### src/rtl/nibble_cascade_cmp.sv
// Multi-cycle magnitude comparator: walks the operands one nibble per cycle, LSB first.
// Define SIGNED_CMP_EN to compare as two's complement instead of unsigned.
module nibble_cascade_cmp #(
    parameter int unsigned NIBBLES = 4
) (
    input  logic                 clk,
    input  logic                 rst,
    input  logic                 start,
    input  logic [4*NIBBLES-1:0] a,
    input  logic [4*NIBBLES-1:0] b,
    output logic                 busy,
    output logic                 done,
    output logic                 E,
    output logic                 L,
    output logic                 G
);

    localparam int unsigned W    = 4 * NIBBLES;
    localparam int unsigned IDXW = (NIBBLES > 1) ? $clog2(NIBBLES) : 1;
    localparam logic [IDXW-1:0] LAST_IDX = IDXW'(NIBBLES - 1);

    typedef enum logic [1:0] {
        IDLE = 2'd0,
        RUN  = 2'd1,
        DONE = 2'd2
    } state_t;

    state_t          state, stateNext;
    logic [W-1:0]    opA, opB, opANext, opBNext;
    logic [IDXW-1:0] idx, idxNext;
    logic            cascE, cascL, cascG;
    logic            cascENext, cascLNext, cascGNext;
    logic            eNext, lNext, gNext;
    logic            busyNext, doneNext;
    logic [3:0]      nibA, nibB;
    logic            stepE, stepL, stepG;

    assign nibA = opA[{idx, 2'b00} +: 4];
    assign nibB = opB[{idx, 2'b00} +: 4];

    // One cascade step; a higher nibble that differs overrides lower decisions.
    always_comb begin
        stepE = cascE & (nibA == nibB);
        stepL = cascL;
        stepG = cascG;
        if (nibA < nibB) begin
            stepL = 1'b1;
            stepG = 1'b0;
        end else if (nibA > nibB) begin
            stepG = 1'b1;
            stepL = 1'b0;
        end
    end

    always_comb begin
        stateNext = state;
        opANext   = opA;
        opBNext   = opB;
        idxNext   = idx;
        cascENext = cascE;
        cascLNext = cascL;
        cascGNext = cascG;
        eNext     = E;
        lNext     = L;
        gNext     = G;
        case (state)
            IDLE: begin
                if (start) begin
                    opANext   = a;
                    opBNext   = b;
                    idxNext   = '0;
                    cascENext = 1'b1;
                    cascLNext = 1'b0;
                    cascGNext = 1'b0;
                    stateNext = RUN;
                end
            end
            RUN: begin
                cascENext = stepE;
                cascLNext = stepL;
                cascGNext = stepG;
                if (idx == LAST_IDX) begin
                    eNext = stepE;
`ifdef SIGNED_CMP_EN
                    // Differing sign bits invert the unsigned ordering.
                    lNext = (opA[W-1] ^ opB[W-1]) ? stepG : stepL;
                    gNext = (opA[W-1] ^ opB[W-1]) ? stepL : stepG;
`else
                    lNext = stepL;
                    gNext = stepG;
`endif
                    stateNext = DONE;
                end else begin
                    idxNext = idx + IDXW'(1);
                end
            end
            DONE: begin
                stateNext = IDLE;
            end
            default: begin
                stateNext = IDLE;
            end
        endcase
        busyNext = (stateNext != IDLE);
        doneNext = (stateNext == DONE);
    end

    always_ff @(posedge clk) begin
        if (rst) begin
            state <= IDLE;
            opA   <= '0;
            opB   <= '0;
            idx   <= '0;
            cascE <= 1'b0;
            cascL <= 1'b0;
            cascG <= 1'b0;
            busy  <= 1'b0;
            done  <= 1'b0;
            E     <= 1'b0;
            L     <= 1'b0;
            G     <= 1'b0;
        end else begin
            state <= stateNext;
            opA   <= opANext;
            opB   <= opBNext;
            idx   <= idxNext;
            cascE <= cascENext;
            cascL <= cascLNext;
            cascG <= cascGNext;
            busy  <= busyNext;
            done  <= doneNext;
            E     <= eNext;
            L     <= lNext;
            G     <= gNext;
        end
    end

endmodule

### config.mk
export PLATFORM = sky130hd
export DESIGN_NAME = nibble_cascade_cmp
export DESIGN_NICKNAME = d
export VERILOG_FILES = /design/src/rtl/nibble_cascade_cmp.sv
export SDC_FILE = /design/constraint.sdc
export NUM_CORES = 1
export LEC_CHECK = 0
export CAP_MARGIN = 10
export CORE_MARGIN = 2
export CORE_UTILIZATION = 39
export CTS_CLUSTER_SIZE = 25
export DETAILED_ROUTE_END_ITERATION = 16
export GPL_TIMING_DRIVEN = 1
export PLACE_DENSITY_LB_ADDON = 0.2
export SETUP_SLACK_MARGIN = 0.5
export SLEW_MARGIN = 15
export SYNTH_ARGS = -nofsm -noshare
export SYNTH_HDL_FRONTEND = slang
export SYNTH_SLANG_ARGS = --single-unit
### constraint.sdc
create_clock -name clk -period 2.1 [get_ports clk]
set_clock_uncertainty 0.05 [all_clocks]
set_input_delay 0.63 -clock clk [delete_from_list [all_inputs] [get_ports clk]]
set_output_delay 0.63 -clock clk [all_outputs]
set_load 0.01 [all_outputs]
==> metrics.csv, run 1 <==
metric,value,unit
tightestPinTransition,0.313,ns
synth.net_count,252,
cts.reportedPaths.clkPinSlew,0.08,ns
setup_viol,0,
finalWirelength,4120,um
fillerInstances,451,
row_count,25,
hold_buffers,0,
grt_pass1_vias,1598,
fin_crit,2.09,ns
p_per_area,713,nW/um^2
antenna_found_initial,0,
synth_fa_ha_area_frac,0.0330,
drcViolationCount,0,
grt_overflow_total,0,
cts_sinks,44,
ys_ff_latch,44,
cts_buffer_depth,2,
start_kind,flip-flop,
io_pins,40,
cp.required,2.24,ns
maxSlewHeadroom,0.791,
dr.pass1.iters,4,
fmax,480,MHz
grt_max_degree,23,
drive_gt1_frac,0.180,
dp_hpwl,2850,um
first_iter_violations,49,
netlist_instances,212,
diodes,0,
synth_compound_area_frac,0.137,
min_path_type,flip-flop to flip-flop,
htree_levels,2,
period_share,0.993,
start_util,0.403,
synth_top_family_by_area,simple AND/OR/NAND/NOR gates,
antenna_left,0,
syn_to_final_growth,34.7,%
chipWidth,73.7,um
ys_types,29,
status,completed,
grt_pass1_wl,6960,um
grt.busiest_layer,met2,
slew_viol_final,0,
grt_use_met2,0.298,
placed_area,2370,um^2
synth_mux_area_frac,0.0952,
crit_path_max_fanout,5,
wl_per_cell,13.3,um
cts_tree,done,
endpoint_kind,flip-flop,
ir_drop,0.400,mV
hold_viol_final,0,
power,0.00182,W
clk_latency,0.29,ns
portBuffers,39,
cts_root_buffer,clkbuf_8,
maxCapViolations,0,
path_class,flip-flop to flip-flop,
ys_warn_count,0,
final_area,2550,um^2
rsz0062_at_grt,true,
grt_usage,0.170,
final_util,0.543,
place_congestion,0.716,
design.core.area,4690,um^2
seq_area_frac_synth,0.465,
numCtsBuffers,5,
post_synth.cell_area_avg,8.93,um^2
crit_arrival,2.22,ns
synth-xor-area-share,0,
syn_area,1890,um^2
whs,0.408,ns
nets,295,
p_leak,0.971,nW
fin_setup_tns,0,ns
yosys.area_share.simple,0.202,
dieArea,5430,um^2
grt_util_met3,0.0480,
vias_per_cell,5.03,
die_y,73.7,um
use_met1,0.194,
dr_total_vias,1560,
critical path, stage by stage, from the launching register on:
cell and delay [ns]:
dfxtp_4 0.36, buf_12 0.12, mux4_2 0.53, ha_4 0.30, and4_4 0.21, nor2b_4 0.15
nor3_1 0.05, a32o_1 0.20
synthesized netlist by cell type:
library cell  count  area [um^2]
a211oi_1          1         7.51
a21oi_1          39          195
a21oi_2           1         8.76
a22oi_1           1         7.51
a32o_1            2         20.0
and2_1            1         6.26
and2b_4           1         10.0
and4_1            1         8.76
buf_2             1         5.00
buf_4             3         22.5
buf_6             1         11.3
buf_8             3         45.0
clkbuf_1          6         22.5
dfxtp_1          44          881
ha_1              5         62.6
inv_1             6         22.5
mux4_2            8          180
nand2_1          65          244
nand2_2           2         12.5
nand2b_1          1         6.26
nand3_1           1         5.00
nor2_1            7         26.3
nor2_2            1         6.26
nor2b_1           1         6.26
nor3_1            3         15.0
nor3b_1           1         7.51
nor3b_4           1         18.8
o21ai_0           4         20.0
or3b_1            1         8.76
cell type report:
type / count / area, um^2 / area share
inverters: 6 / 22.5 / 0.00883
multi-input cells: 148 / 955 / 0.374
clock inverters: 2 / 10.0 / 0.00393
repair buffers: 50 / 527 / 0.207
clock buffers: 6 / 82.6 / 0.0324
flip-flops and latches: 44 / 886 / 0.347
well taps: 54 / 67.6 / 0.0265
power by group:
| part | internal [W] | switching [W] | total [W] |
|---|---|---|---|
| logic | 0.000205 | 0.000155 | 0.000360 |
| clock network | 0.000263 | 0.000282 | 0.000545 |
| registers | 0.000883 | 0.0000317 | 0.000914 |
kinds of logic (layout without fill, tap and decap cells):
family | count (synthesis) | after routing
adder cells (fa/ha/maj) | 5 | 5
multiplexers | 8 | 8
AND/OR/NAND/NOR | 87 | 87
AO/OA/AOI/OAI | 48 | 48
buffers and inverters | 20 | 64
flip-flops | 44 | 44
stage by stage:
step	instances	worst slack, ns
global placement	299	-0.0427
finish	310	0.0147
detailed placement	299	-0.0733
global route	310	-0.0438
CTS	310	0.0201
floorplan	212	0.0593
cells in the final DEF, fill, tap and decap left out, types with 2 or more instances in the layout:
| master | Yosys | routed |
|---|---|---|
| buf_12 | 0 | 2 |
| nand2_1 | 65 | 65 |
| a21oi_2 | 1 | 3 |
| ha_4 | 0 | 3 |
| mux4_2 | 8 | 8 |
| ha_1 | 5 | 2 |
| clkinv_2 | 0 | 2 |
| a21oi_1 | 39 | 37 |
| dfxtp_1 | 44 | 42 |
| clkdlybuf4s50_1 | 0 | 33 |
| nand2_2 | 2 | 2 |
| a32o_1 | 2 | 2 |
| clkbuf_8 | 0 | 6 |
| inv_1 | 6 | 6 |
| o21ai_0 | 4 | 2 |
| clkdlybuf4s15_1 | 0 | 3 |
| dlygate4sd2_1 | 0 | 3 |
| nor2_1 | 7 | 7 |
| buf_4 | 3 | 7 |
| nor3_1 | 3 | 2 |
sequential cells by signal (all words and copies together), names as in the netlist, 2 cells and up:
| signal | cells |
|---|---|
| opA | 16 |
| opB | 16 |
| idx | 2 |
| state | 2 |
layer usage:
layer	part of all wire	vias up
met5	0	-
met4	0.015	0
met3	0.035	6
met2	0.50	31
met1	0.45	724
li1	-	799
repair_timing:
item	CTS	global route
endpoints found under the setup margin	43	11
setup buffers	2	0
endpoints found under the hold margin	0	0
pin swaps	0	1
gates resized for setup	12	9
cloned	1	0
path summary, 6_finish.rpt:
path	startpoint	endpoint	slack (ns)	cells past startpoint
min reg2reg	opA[13]	opA[13]	0.41	2
min	opA[13]	opA[13]	0.41	2
max reg2reg	idx[0]	cascG	0.01	7
max	idx[0]	cascG	0.01	7
Note: power is estimated with default switching activity, not from simulation.
==> run 2: changes to the inputs <==
--- a/config.mk
+++ b/config.mk
@@ -8,6 +8,7 @@
 export CAP_MARGIN = 10
 export CORE_MARGIN = 2
 export CORE_UTILIZATION = 39
+export CTS_CLUSTER_DIAMETER = 30
 export CTS_CLUSTER_SIZE = 25
 export DETAILED_ROUTE_END_ITERATION = 16
 export GPL_TIMING_DRIVEN = 1
==> results of run 2 <==
No change in the layout: final DEF, timing and power equal those of run 1.
==> run 3: changes to the inputs <==
--- a/config.mk
+++ b/config.mk
@@ -12,9 +12,9 @@
 export CTS_CLUSTER_SIZE = 25
 export DETAILED_ROUTE_END_ITERATION = 16
 export GPL_TIMING_DRIVEN = 1
-export PLACE_DENSITY_LB_ADDON = 0.2
+export PLACE_DENSITY = 0.66
 export SETUP_SLACK_MARGIN = 0.5
-export SLEW_MARGIN = 15
+export SLEW_MARGIN = 20
 export SYNTH_ARGS = -nofsm -noshare
 export SYNTH_HDL_FRONTEND = slang
 export SYNTH_SLANG_ARGS = --single-unit
==> run 3 against run 2 <==
Effect of this change:
- utilization rose by 0.43 points
- critical path depth is the same
- count of clock-buffer cells in the layout unchanged
- die area is the same
- total power fell by 2.7%
- worst setup slack lost 0.0080 ns
- flip-flop and latch count stayed put
- sequential power hardly changed
- non-clock buffer count rose by 3
- global-route usage down 0.54 points
- cell count is 0.65% higher
- largest power group unchanged
==> metrics.csv, run 3 (same netlist as run 1, synthesis figures left out) <==
metric,value,unit,change
final_common_cell,nand2_1,,unchanged
ir_drop,0.476,mV,was 0.400 mV
place_congestion,0.746,,was 0.716
grt_overflow_total,0,,unchanged
slew_viol_final,0,,unchanged
cp_cell_sequence,buf_12 -> mux4_2 -> ha_4 -> and4_4 -> nor2b_4 -> nor3_1 -> a32o_1,,unchanged
startpoint,idx[0],,unchanged
status,completed,,unchanged
io_pins,40,,unchanged
design.core.area,4690,um^2,unchanged
timing.rr.start,idx[0],,unchanged
final_area,2570,um^2,was 2550 um^2
p_per_area,689,nW/um^2,was 713 nW/um^2
htree_levels,2,,unchanged
fmax,478,MHz,was 480 MHz
grt_max_degree,23,,unchanged
dr.pass1.iters,4,,unchanged
p_seq_frac,0.516,,was 0.503
antenna_found_initial,0,,unchanged
hold_viol_final,0,,unchanged
cell_internal_pwr,0.00132,W,was 0.00135 W
start_kind,flip-flop,,unchanged
pwr-share-clk,0.275,,was 0.300
rr_endpoint,G,,was cascG
combPwrFrac,0.209,,was 0.198
crit_arrival,2.23,ns,was 2.22 ns
period_share,0.997,,was 0.993
fin_crit,2.09,ns,about the same
die_y,73.7,um,unchanged
rsz0062_at_grt,true,,unchanged
start_util,0.403,,unchanged
drive_gt1_frac,0.194,,was 0.180
syn_to_final_growth,35.8,%,was 34.7%
drcViolationCount,0,,unchanged
diodes,0,,unchanged
grt_pass1_wl,6780,um,was 6960 um
largest_registers,"opA (16), opB (16)",,unchanged
pre_cts_slack,-0.0835,ns,was -0.0733 ns
final_util,0.548,,was 0.543
final_cells,312,,was 310
cts_root_buffer,clkbuf_8,,unchanged
layout_common_cells,"nand2_1, dfxtp_1, a21oi_1, clkdlybuf4s50_1, buf_4",,"was nand2_1, dfxtp_1, a21oi_1, clkdlybuf4s50_1, mux4_2"
cp_slowest_stage_delay,0.51,ns,was 0.53 ns
rrSetupSlack,0.007,ns,was 0.01 ns
clk_latency,0.29,ns,about the same
switching_share,0.255,,was 0.258
endpoint_kind,flip-flop,,unchanged
grt_pass1_vias,1554,,"was 1,598"
grt_usage,0.164,,was 0.170
numCtsBuffers,5,,unchanged
crit_path_end,G,,was cascG
place_inst,299,,unchanged
antenna_left,0,,unchanged
maxCapViolations,0,,unchanged
chipWidth,73.7,um,unchanged
cts_tree,done,,unchanged
setup_slack,0.00664,ns,was 0.0147 ns
critPathSlowestCell,mux4_2,,unchanged
hold_buffers,0,,unchanged
cts_sinks,44,,unchanged
cts.reportedPaths.clkPinSlew,0.07,ns,was 0.08 ns
setup_viol,0,,unchanged
crit_path_max_fanout,5,,unchanged
vias_per_cell,5.01,,was 5.03
finalWirelength,3900,um,was 4120 um
dr_total_vias,1564,,"was 1,560"
cts_buffer_depth,2,,unchanged
fin_setup_tns,0,ns,unchanged
nets,298,,was 295
dp_hpwl,2660,um,was 2850 um
worstRegToRegCells,7,,unchanged
row_count,25,,unchanged
p_leak,0.973,nW,was 0.971 nW
dieArea,5430,um^2,unchanged
tightestPinTransition,0.247,ns,was 0.313 ns
portBuffers,39,,unchanged
fillerInstances,450,,was 451
maxSlewHeadroom,0.835,,was 0.791
first_iter_violations,29,,was 49
placed_area,2350,um^2,was 2370 um^2
power.switching,0.000452,W,was 0.000469 W
min_path_type,flip-flop to flip-flop,,unchanged
wl_per_cell,12.5,um,was 13.3 um
path_class,flip-flop to flip-flop,,unchanged
cp.required,2.24,ns,about the same
==> run 3: changes by cell type in the layout (fill, tap and decap cells not counted), moves of 2 or more <==
cell,before,now
buf_16,0,2
buf_4,7,10
inv_1,6,4
inv_2,0,2
==> run 3: metrics by stage <==
step                hold slack (ns)  total power, W
floorplan                     0.383         0.00114
global placement              0.389         0.00124
detailed placement            0.397         0.00124
CTS                           0.407         0.00178
global route                  0.424         0.00186
finish                        0.406         0.00177
==> run 3: per-layer routing <==
layer | up-vias | GRT usage | wire, um
met4 | 0 | 0.0788 | 82
met2 | 35 | 0.288 | 1900
li1 | 808 | - | -
met1 | 715 | 0.187 | 1790
met5 | - | 0 | 0
met3 | 6 | 0.0370 | 137
==> run 3: layout make-up <==
| class | count | area (um^2) | share of cell area |
|---|---|---|---|
| clock buffer | 6 | 72.6 | 0.0282 |
| timing repair buffer | 53 | 557 | 0.217 |
| inverter | 6 | 22.5 | 0.00876 |
| clock inverter | 1 | 5.00 | 0.00195 |
| multi-input combinational | 148 | 960 | 0.373 |
| sequential | 44 | 886 | 0.345 |
| tap | 54 | 67.6 | 0.0263 |
==> run 3: worst max-delay path, delay by kind of cell (launching register included) <==
kind	cells	cell delay, ns
AO/OA/AOI/OAI	1	0.20
buffers and inverters	1	0.11
multiplexers	1	0.51
flip-flops	1	0.36
AND/OR/NAND/NOR	3	0.46
adder cells (fa/ha/maj)	1	0.29
==> run 3: power by group through the flow <==
stage	combinational, W	clock (W)	sequential, W
floorplan	0.000222	0	0.000923
global placement	0.000302	0	0.000938
detailed placement	0.000307	0	0.000938
CTS	0.000367	0.000504	0.000913
global route	0.000409	0.000531	0.000920
finish	0.000370	0.000486	0.000914
==> run 3: worst min-delay path by stage <==
stage	depth (start not counted)	end	slack, ns	startpoint
4_1_cts	2	E	0.41	E
6_report	2	opB[3]	0.41	opB[3]
5_1_grt	2	opB[2]	0.42	opB[2]
2_1_floorplan	2	opA[10]	0.38	opA[10]
3_5_place_dp	2	opB[8]	0.40	opB[8]
3_3_place_gp	2	opB[1]	0.39	opB[1]
==> run 3: what timing repair did <==
action / CTS / global route
cloned: 2 / 0
endpoints found under the setup margin: 43 / 15
endpoints found under the hold margin: 0 / 0
buffers inserted: 4 / 0
pin swaps: 4 / 4
resized for setup: 18 / 9
==> variant 1 (config.mk and constraints of run 2) <==
Change the parameter `NIBBLES` from 4 to 2.
--- a/src/rtl/nibble_cascade_cmp.sv
+++ b/src/rtl/nibble_cascade_cmp.sv
@@ -1,7 +1,7 @@
 // Multi-cycle magnitude comparator: walks the operands one nibble per cycle, LSB first.
 // Define SIGNED_CMP_EN to compare as two's complement instead of unsigned.
 module nibble_cascade_cmp #(
-    parameter int unsigned NIBBLES = 4
+    parameter int unsigned NIBBLES = 2
 ) (
     input  logic                 clk,
     input  logic                 rst,
Interface: changed (resized a and b); port bits go from 40 to 24. The function was not compared with the original's and may differ.
==> variant 1 against run 2 <==
Sequential power is 38% lower; wire length is 41% lower; clock power down 60%; total power decreased by 42%; area after synthesis shrank 40%; setup slack improved by 310 ps; sequential cell count fell by 17; final area fell by 38%; critical path type unchanged; largest cell class unchanged; largest power group unchanged; highest routed layer unchanged.
==> variant 1: results (changes against run 2) <==
Parameter                              Value

Run status
  Result of the run    complete, no violations (unchanged)

Clock network
  Number of buffers inserted during clock tree synthesis    3 (was 5)

Timing
  Relative slew slack    0.821 (was 0.791)
  Worst-case hold slack    420 ps (was 408 ps)

Placement
  Port-buffer cells    23 (was 39)
  Post-Place Worst Slack    70.0 ps (was -73.3 ps)
  GP Congestion    0.722 (was 0.716)

Finish
  Total Nets Final    185 (was 295)
  Register area    546 um^2 (was 886 um^2)
  Filler cell count    263 (was 451)
  Largest registers ranked by flip-flop count    opA: 8 flops, opB: 8 flops, state: 2 flops (was opA: 16 flops, opB: 16 flops)

Logic synthesis
  Ranking of synthesized cells by area    sky130_fd_sc_hd__dfxtp_1, sky130_fd_sc_hd__nand2_1, sky130_fd_sc_hd__a21oi_1 (unchanged)
  Area share of fa/ha/maj cells after synthesis    0.0441 (was 0.0330)
  Synthesized netlist cell count    134 (was 212)
  Fraction of synthesized area in multiplexers    0.0838 (was 0.0952)
  Synth Area in Compound Gates    0.146 (was 0.137)
  Post-synthesis net count    157 (was 252)

Detailed routing
  Violation count after the first detailed-routing iteration    27 (was 49)
  Average wire per cell in the routed design    12.6 um (was 13.3 um)

Worst setup path
  Slack of the worst reg-to-reg path    320 ps (was 10 ps)
  Maximum fanout count along the critical path    6 (was 5)

Power
  VDD IR max    0.543 mV (was 0.400 mV)
  Sw Share    0.279 (was 0.258)

Global routing
  First-pass GRT wire length    4260 um (was 6960 um)
  Via count of the first global-routing pass    972 (was 1598)
  Overall Global Routing Usage    0.165 (was 0.170)
==> variant 1: area by class of cell <==
type                       instances  area share
tap                               31      0.0245
multi-input combinational         97       0.427
inverter                           3     0.00711
sequential                        27       0.345
clock buffer                       4      0.0166
timing repair buffer              30       0.180
==> variant 1: final timing paths <==
check,start,to
worst max-delay path,idx$_SDFFE_PP0P_,G$_SDFFE_PP0P_
worst min-delay path,opB[4]$_SDFFE_PP0P_,opB[4]$_SDFFE_PP0P_
worst max register to register,idx$_SDFFE_PP0P_,G$_SDFFE_PP0P_
worst min register to register,opB[4]$_SDFFE_PP0P_,opB[4]$_SDFFE_PP0P_
==> variant 1: logic make-up after synthesis <==
group / count (synthesis)
buffers and inverters: 10
adders and majority gates: 4
AOI/OAI and AO/OA: 30
and+or+nand+nor: 54
muxes: 9
DFF: 27
==> variant 1: worst max-delay path: stages (launching register included) <==
cell	delay [ps]
sky130_fd_sc_hd__dfxtp_4	390
sky130_fd_sc_hd__buf_12	130
sky130_fd_sc_hd__mux2_4	320
sky130_fd_sc_hd__ha_4	290
sky130_fd_sc_hd__a21oi_2	60
sky130_fd_sc_hd__o21a_1	210
sky130_fd_sc_hd__o41ai_2	240
==> variant 1: timing repair <==
action | 4_1_cts | 5_1_grt
endpoints found under the setup margin | 27 | 18
setup buffers | 3 | 0
pin swaps | 5 | 2
gates resized for setup | 20 | 10
==> variant 1: metal layers <==
layer  up-vias  share of wire  global-route usage
li1        507              -                   -
met1       450           0.44               0.190
met2        16           0.52               0.292
met3         2          0.037              0.0513
met4         0         0.0066              0.0465
met5         -              0                   0
==> variant 1: power by group through the flow <==
stage                     combinational (uW)  clock [uW]  sequential (uW)
after floorplan                          173           0              571
after global placement                   229           0              579
after detailed placement                 235           0              581
after CTS                                271         226              564
after global routing                     300         248              569
final                                    272         218              565
==> variant 2 (settings of run 2) <==
Made on the original files. `opA` and `opB` no longer have a reset.
--- a/src/rtl/nibble_cascade_cmp.sv
+++ b/src/rtl/nibble_cascade_cmp.sv
@@ -108,8 +108,6 @@
     always_ff @(posedge clk) begin
         if (rst) begin
             state <= IDLE;
-            opA   <= '0;
-            opB   <= '0;
             idx   <= '0;
             cascE <= 1'b0;
             cascL <= 1'b0;
@@ -121,8 +119,6 @@
             G     <= 1'b0;
         end else begin
             state <= stateNext;
-            opA   <= opANext;
-            opB   <= opBNext;
             idx   <= idxNext;
             cascE <= cascENext;
             cascL <= cascLNext;
@@ -135,5 +131,10 @@
         end
     end
 
+    always_ff @(posedge clk) begin
+        opA <= opANext;
+        opB <= opBNext;
+    end
+
 endmodule
 
Function: same outputs for any inputs over 10 cycles, from zero or initial values and one cycle with rst high; that may be too few to reach the edited logic, so the function may still have changed.
==> variant 2 against run 2 <==
Combinational power down 28%; via count down 33%; sequential share of layout area up 13 points; wire length down 28%; final area down 1.0%; total power up 3.4%; area after synthesis down 7.3%; fmax down 3.2%; cell count down 31%; critical path type unchanged; setup slack worse by 68 ps; critical endpoint unchanged; sequential cell count unchanged; largest power group unchanged; the run now ends with setup timing left.
==> variant 2: results (changes against run 2) <==
Parameter                              Value

Placement
  HPWL after DPL    2060 um (was 2850 um)
  Post-DP Area    2300 um^2 (was 2370 um^2)
  GP Congestion    0.759 (was 0.716)

Detailed routing
  Violation count after the first detailed-routing iteration    30 (was 49)
  Met2 wire len    1540 um (was 2080 um)
  Via density per instance    4.88 (was 5.03)
  WL met1    1230 um (was 1840 um)
  Routed vias    1049 (was 1560)
  Average wire per cell in the routed design    13.9 um (was 13.3 um)

Logic synthesis
  Area share of fa/ha/maj cells after synthesis    0.0357 (was 0.0330)
  Synth Area in Compound Gates    0.0656 (was 0.137)
  Fraction of synthesized area in multiplexers    0.115 (was 0.0952)

Finish
  Clock-cell share of area    0.0426 (was 0.0363)
  Sequential share of cell area    0.477 (was 0.347)
  Non-clock buffer area fraction after layout    0.209 (was 0.207)
  Multi-input gate count    53 (was 148)
  Fraction of area in multi-input gates    0.235 (was 0.374)
  Layout cells sized above 1    0.288 (was 0.180)
  Number of logic inverters in the finished layout    7 (was 6)
  Count of buffers not belonging to the clock network in the layout    51 (was 50)

Global routing
  First-pass GRT wire length    4830 um (was 6960 um)
  Maximum number of pins on one net before global-route repair    18 (was 23)
  GR Layer Usage met1    0.147 (was 0.194)
  Via count of the first global-routing pass    1096 (was 1598)
  Met3 GRT Util    0.0499 (was 0.0480)
  Overall Global Routing Usage    0.127 (was 0.170)

Run status
  Result of the run    finished with violations (was complete, no violations)
  Failing checks    setup timing

Power
  VDD IR max    0.468 mV (was 0.400 mV)
  Leakage power summed over all cells    0.000916 uW (was 0.000971 uW)

Timing
  Relative slew slack    0.751 (was 0.791)
  Final setup margin    -53.3 ps (was 14.7 ps)
  Final setup violating endpoints    2 (was 0)

Die
  Area of the core region    4350 um^2 (was 4690 um^2)

Clock network
  Post-cts sizing count    17 (was 12)

Worst setup path
  Maximum fanout count along the critical path    4 (was 5)
==> variant 2: cell types whose count changed after synthesis, moves of 3 or more <==
cell,change
sky130_fd_sc_hd__nand2_1,-63
sky130_fd_sc_hd__a21oi_1,-33
sky130_fd_sc_hd__dfxtp_1,-32
sky130_fd_sc_hd__edfxtp_1,+32
sky130_fd_sc_hd__clkbuf_1,-6
sky130_fd_sc_hd__buf_8,-3
==> variant 2: worst paths after layout <==
| path | endpoint | slack, ps | start |
|---|---|---|---|
| hold / removal | E$_SDFFE_PP0P_ | 420 | E$_SDFFE_PP0P_ |
| setup reg to reg | cascG$_SDFFE_PP0P_ | -50 | idx[0]$_SDFFE_PP0P_ |
| hold reg to reg | E$_SDFFE_PP0P_ | 420 | E$_SDFFE_PP0P_ |
| setup / recovery | cascG$_SDFFE_PP0P_ | -50 | idx[0]$_SDFFE_PP0P_ |
==> variant 2: power breakdown <==
part,total [uW],switching (uW),internal [uW]
sequential,1000,18.5,981
clock,622,269,353
combinational,260,101,159
